==> src/rtl/isa_pkg.sv <==
// Shared ISA definitions for the 16-bit execute stage:
// opcodes, instruction field positions and FSM states.
package isa_pkg;

  localparam int DATA_WIDTH = 16;

  localparam int OPC_LSB = 12;
  localparam int RD_LSB  = 10;
  localparam int RA_LSB  = 8;
  localparam int RB_LSB  = 6;
  localparam int IMM_LSB = 0;

  typedef enum logic [3:0] {
    OP_ADD = 4'd0,
    OP_SUB = 4'd1,
    OP_AND = 4'd2,
    OP_OR  = 4'd3,
    OP_XOR = 4'd4,
    OP_MOV = 4'd5,
    OP_LDI = 4'd6,
    OP_SHL = 4'd7,
    OP_NOP = 4'd8
  } opcode_e;

  typedef enum logic [1:0] {
    ST_IDLE   = 2'd0,
    ST_READ_A = 2'd1,
    ST_READ_B = 2'd2,
    ST_WRITE  = 2'd3
  } state_e;

  // Opcodes 8..15 all decode as NOP.
  function automatic logic is_nop(input logic [3:0] op);
    return op[3];
  endfunction

endpackage

==> src/rtl/alu16.sv <==
// Combinational 16-bit ALU with a 17-bit internal path
// so carry/borrow falls out of the top bit.
module alu16
  import isa_pkg::*;
(
  input  logic [3:0]            opcode,
  input  logic [DATA_WIDTH-1:0] a,
  input  logic [DATA_WIDTH-1:0] b,
  input  logic [7:0]            imm8,
  output logic [DATA_WIDTH-1:0] result,
  output logic                  carry
);

  logic [DATA_WIDTH:0] wide;

  always_comb begin
    wide = '0;
    case (opcode)
      OP_ADD:  wide = {1'b0, a} + {1'b0, b};
      OP_SUB:  wide = {1'b0, a} - {1'b0, b};
      OP_AND:  wide = {1'b0, a & b};
      OP_OR:   wide = {1'b0, a | b};
      OP_XOR:  wide = {1'b0, a ^ b};
      OP_MOV:  wide = {1'b0, a};
      OP_LDI:  wide = {9'h000, imm8};
      OP_SHL:  wide = {a, 1'b0};
      default: wide = '0;
    endcase
    result = wide[DATA_WIDTH-1:0];
    carry  = wide[DATA_WIDTH];
  end

endmodule

==> src/rtl/alu_sequencer.sv <==
// Multi-cycle execute stage: reads operands through a
// single RF read port, runs the ALU, writes back.
module alu_sequencer #(
  parameter int DATA_WIDTH = isa_pkg::DATA_WIDTH
) (
  input  logic                  clk,
  input  logic                  reset,
  input  logic                  instr_valid,
  output logic                  instr_ready,
  input  logic [15:0]           instr,
  output logic [1:0]            rf_read_index,
  input  logic [DATA_WIDTH-1:0] rf_read_data,
  output logic [1:0]            rf_write_index,
  output logic                  rf_write_enable,
  output logic [DATA_WIDTH-1:0] rf_write_data,
  output logic                  flag_zero,
  output logic                  flag_carry,
  output logic                  done
);
  import isa_pkg::*;

  state_e                state_q, state_d;
  logic [15:0]           instr_q, instr_d;
  logic [DATA_WIDTH-1:0] op_a_q, op_a_d;
  logic [DATA_WIDTH-1:0] op_b_q, op_b_d;
  logic                  zero_q, zero_d;
  logic                  carry_q, carry_d;

  logic [3:0]            op_q, op_in;
  logic [1:0]            rd, ra, rb;
  logic [7:0]            imm8;
  logic [DATA_WIDTH-1:0] alu_result;
  logic                  alu_carry;
  logic                  in_write;

  assign op_q  = instr_q[OPC_LSB +: 4];
  assign rd    = instr_q[RD_LSB +: 2];
  assign ra    = instr_q[RA_LSB +: 2];
  assign rb    = instr_q[RB_LSB +: 2];
  assign imm8  = instr_q[IMM_LSB +: 8];
  assign op_in = instr[OPC_LSB +: 4];

  alu16 u_alu (
    .opcode (op_q),
    .a      (op_a_q),
    .b      (op_b_q),
    .imm8   (imm8),
    .result (alu_result),
    .carry  (alu_carry)
  );

  always_comb begin
    state_d = state_q;
    instr_d = instr_q;
    op_a_d  = op_a_q;
    op_b_d  = op_b_q;
    zero_d  = zero_q;
    carry_d = carry_q;
    unique case (state_q)
      ST_IDLE: begin
        if (instr_valid) begin
          instr_d = instr;
          if (is_nop(op_in))
            state_d = ST_IDLE;
          else if (op_in == OP_LDI)
            state_d = ST_WRITE;
          else
            state_d = ST_READ_A;
        end
      end
      ST_READ_A: begin
        op_a_d = rf_read_data;
        if (op_q == OP_MOV || op_q == OP_SHL)
          state_d = ST_WRITE;
        else
          state_d = ST_READ_B;
      end
      ST_READ_B: begin
        op_b_d  = rf_read_data;
        state_d = ST_WRITE;
      end
      ST_WRITE: begin
        zero_d = (alu_result == '0);
        if (op_q == OP_ADD || op_q == OP_SUB ||
            op_q == OP_SHL)
          carry_d = alu_carry;
        state_d = ST_IDLE;
      end
      default: state_d = ST_IDLE;
    endcase
  end

  always_ff @(posedge clk) begin
    if (reset) begin
      state_q <= ST_IDLE;
      instr_q <= '0;
      op_a_q  <= '0;
      op_b_q  <= '0;
      zero_q  <= 1'b0;
      carry_q <= 1'b0;
    end else begin
      state_q <= state_d;
      instr_q <= instr_d;
      op_a_q  <= op_a_d;
      op_b_q  <= op_b_d;
      zero_q  <= zero_d;
      carry_q <= carry_d;
    end
  end

  // Write-back is gated so a reset cycle never commits.
  assign in_write = (state_q == ST_WRITE) && !reset;

  assign instr_ready = (state_q == ST_IDLE) && !reset;

  always_comb begin
    rf_read_index = 2'd0;
    if (state_q == ST_READ_A)
      rf_read_index = ra;
    else if (state_q == ST_READ_B)
      rf_read_index = rb;
  end

  assign rf_write_enable = in_write;
  assign done            = in_write;
  assign rf_write_index  = in_write ? rd : 2'd0;
  assign rf_write_data   = in_write ? alu_result : '0;
  assign flag_zero       = zero_q;
  assign flag_carry      = carry_q;

endmodule
==> config.mk <==
export PLATFORM = sky130hd
export DESIGN_NAME = alu_sequencer
export DESIGN_NICKNAME = d
export VERILOG_FILES = /design/src/rtl/isa_pkg.sv /design/src/rtl/alu16.sv /design/src/rtl/alu_sequencer.sv
export SDC_FILE = /design/constraint.sdc
export NUM_CORES = 1
export LEC_CHECK = 0
export BUFFER_PORTS_ARGS = -buffer_cell sky130_fd_sc_hd__clkbuf_2
export CORE_MARGIN = 3
export CORE_UTILIZATION = 50
export DETAILED_ROUTE_END_ITERATION = 16
export HOLD_SLACK_MARGIN = 0.05
export MAX_ROUTING_LAYER = met4
export PLACE_DENSITY = 0.75
export SLEW_MARGIN = 15
export SYNTH_ARGS = -nofsm -noshare
export SYNTH_HDL_FRONTEND = slang
export SYNTH_HIERARCHICAL = 1
export SYNTH_SLANG_ARGS = --single-unit
==> constraint.sdc <==
create_clock -name clk -period 3.58 [get_ports clk]
set_clock_uncertainty 0.2 [all_clocks]
set_input_delay 0.179 -clock clk [delete_from_list [all_inputs] [get_ports clk]]
set_output_delay 0.179 -clock clk [all_outputs]
set_load 0.01 [all_outputs]
==> summary.txt <==
Clock tree
  – H-tree depth: 2
  – Clk buf depth: 2
  – CTS tree: built
  – Later-pin clock latency in the skew report: 310 ps
  – Root buf cell: clkbuf_8
  – Number of CTS-inserted buffers: 5
  – Reg clk slew, reported paths: 120 ps
  – Number of clock sinks: 52

Yosys
  – Simple-gate portion of the synthesized area: 0.2025
  – Async set-reset flop share out of synthesis: 0
  – Mapped Area: between 4000 and 5000 um^2
  – Post-synth top flop: dfxtp_1
  – Syn_area_per_cell: 7.948 um^2
  – Post-synthesis mux area share: 0.1220
  – Number of synthesized flops with an enable pin: 0
  – Most area-consuming cells after synthesis: dfxtp_1 22%, ha_1 14%, mux2i_1 11%, a21oi_1 5.9%, nor2_1 4.3%
  – Synth top cells by count: 55 x a21oi_1, 54 x ha_1, 54 x nor2_1
  – Post-synth top area cell: dfxtp_1
  – Most frequent cell after synthesis: a21oi_1
  – Seq/Total Area, Yosys: 0.2231
  – Yosys synthesis warning count: 6
  – Synth Instances: 587
  – Post-synth top area share: 0.2231
  – Unique masters post-synth: 59
  – Xor/xnor cell area share of the yosys netlist: 0.04881
  – Complex-gate fraction of the synthesized area: 0.1837
  – Flops & latches, synth: 52
  – Adder-cell share of the synthesized area: 0.1491
  – Largest family of logic cells by synthesized area: simple AND/OR/NAND/NOR gates
  – Synth Net Count: about 680

Critical path
  – Worst path slowest cell: or3_4
  – Delay-heaviest family, CP: compound AO/OA/AOI/OAI gates
  – CP Buf/Inv Count: 2
  – Max stage delay on crit path: 400 ps
  – Arrival time at the worst endpoint: 3330 ps
  – Crit-path max FO: 4
  – Critical-path cell list: or3_4 -> nor3_4 -> nand3_2 -> o31ai_2 -> xnor2_1 -> ha_1 -> buf_4 -> a21boi_0 -> o21ai_1 -> a31oi_2 -> nor4b_2 -> a211o_1 -> and2_1 -> clkbuf_2
  – Critical Path Start Type: flip-flop
  – Critical path type: flip-flop to output port
  – Crit. End Element: output port
  – Reg2reg setup slack: ~10 ps
  – Worst EP required: roughly 3200 ps

Worst hold path
  – Worst hold-check path type: primary input to flip-flop

Layout
  – Layout cells sized above 1: 0.2137
  – FILL cells: 739
  – Nets: 791
  – Area growth, synth to finish: 24.51%
  – Footprint of the multi-input gates: approximately 3400 um^2
  – FF+latch area: ~1000 um^2
  – Utilization after layout: 0.6534
  – # diodes: 0

Placed design
  – Detailed Place HPWL: 10280 um
  – Place WS: -99.11 ps
  – Gpl congestion: 0.9086
  – Port Buf Inserts: 59

Global routing
  – GR Util All Layers: 0.2810
  – Largest net degree at the start of global routing: 55
  – Global-route wire length before repair: 22680 um
  – Initial antenna violation count: 0
  – GRT overflow: 0
  – Number of global-route vias before repair: 4492

Run status
  – Outcome: finished with violations
  – Violated checks: setup timing

Floorplan
  – Initial Util: 0.5248
  – Ports: 60
  – Core area: between 8000 and 9000 um^2
  – Cell row count: 34
  – Die footprint: 10530 um^2
  – Die width: between 100 and 150 um
  – Die height: 102.6 um

STA
  – Final number of setup-violating endpoints: 3
  – Setup TNS: -372.8 ps
  – Unrepaired setup endpoints after global routing: true
  – Final hold violations: 0
  – Max Slew Vio Count: 0
  – Max Clk Rate: 269.4 MHz
  – Min cycle time layout: 3713 ps
  – Worst Max-Slew Pin Slew: between 600 and 700 ps
  – Fin worst setup slack: -132.6 ps
  – Part of the cycle the worst path needs: 1.037
  – Worst slew margin: 0.5653

Power and ir drop
  – Pwr Density: 554.5 nW/um^2
  – Leakage: around 0.0025 uW
  – PnR Total Power: 3221 uW
  – VDD IR max: 222.2 uV

Route
  – Max Used Layer: met4
  – Metal3 WL: 891 um
  – DRC: 0
  – Routed via count: 4686
  – Drt wl/cell: 17.24 um
  – Vias/cell: around 5.8
  – First drt pass iteration count: 5
  – Drt initial violations: ~340
  – Drt total wl: 13970 um
  – Post-route ant nets: 0
  – WL met1: 6563 um
  – Routed length on met2: 6317 um

Job
  – Max-cap violations: 0
-- flip-flops by register name, summed over array words and instances, names as in the netlist --
name	count
op_a_q	16
op_b_q	16
flag_carry	1
flag_zero	1
instr_q	16
state_q	2
-- placed cells by master (no fill, tap or decap), drive strengths merged, types with 2 or more instances in the layout --
| cell type | instances |
|---|---|
| o31ai | 3 |
| inv | 40 |
| nor2b | 8 |
| clkbuf | 63 |
| nor3 | 4 |
| o41ai | 2 |
| ha | 54 |
| nand3b | 3 |
| a31oi | 3 |
| a311oi | 3 |
| o22ai | 13 |
| a32oi | 2 |
| nand2b | 13 |
| xnor2 | 20 |
| o21ai | 27 |
| mux2i | 49 |
| dlygate4sd3 | 33 |
| a21oi | 55 |
| nand2 | 53 |
| nand3 | 9 |
| or2 | 2 |
| and2 | 21 |
| buf | 48 |
| nand4 | 5 |
| a22o | 10 |
| or3 | 2 |
| a21boi | 5 |
| dfxtp | 52 |
| o211ai | 4 |
| nor2 | 54 |
| mux2 | 7 |
| and3 | 8 |
| nor4 | 5 |
| xor2 | 6 |
-- through the flow --
step / hold WS (ps) / area (um^2) / cells
final: 211.0 / 5809 / 810
after global routing: 246.7 / 5809 / 810
after CTS: 214.5 / 5738 / 808
after detailed placement: 210.8 / 5220 / 763
after global placement: 202.2 / 5220 / 763
after floorplan: 115.0 / 4666 / 587
-- routing by layer --
layer,GRT usage,vias to the layer above
li1,-,2275
met1,0.3884,2214
met2,0.4474,181
met3,0.03180,16
met4,0.05146,0
met5,-,-
-- logic make-up after synthesis --
kind of cell	count (synthesis)
and+or+nand+nor	190
AOI/OAI and AO/OA	137
buffers and inverters	71
muxes	56
adders and majority gates	55
DFF	52
xor gates and xnor gates	26
-- area by class of cell --
type	count	area share
Multi-Input combinational cell	464	0.5876
Sequential cell	52	0.1794
Timing Repair Buffer	139	0.1684
Inverter	39	0.02520
Tap cell	108	0.02326
Clock buffer	5	0.01185
Clock inverter	3	0.004308
-- worst paths after layout --
path         cells past startpoint               startpoint                       to
max reg2reg                     14   op_b_q[7]$_SDFFE_PP0N_   flag_zero$_SDFFE_PP0N_
min                              3                    reset   op_a_q[0]$_SDFFE_PP0P_
min reg2reg                      2  instr_q[5]$_SDFFE_PP0P_  instr_q[5]$_SDFFE_PP0P_
max                             14   op_b_q[7]$_SDFFE_PP0N_        rf_write_data[14]
-- worst register-to-register path: stages, from the launching register on --
cell	delay, ps
dfxtp_2	330
or3_4	400
nor3_4	160
nand3_2	170
nand2_2	110
xnor2_1	120
ha_1	280
a21oi_2	180
or3b_4	390
o22ai_2	110
mux2i_1	220
o211ai_1	190
nor4_1	310
and3_1	190
a32o_1	150
-- timing repair --
item,in CTS,in global routing
hold buffers,33,0
cloned,0,0
endpoints found under the setup margin,6,12
pin swaps,5,6
hold endpoints to repair,50,0
buffers inserted,4,2
resized for setup,16,18
-- power breakdown --
group          internal (uW)  switching, uW  total (uW)
clock                    143            224         368
combinational            991           1140        2130
sequential               641           79.0         720
Note: power is estimated with default switching activity, not from simulation.
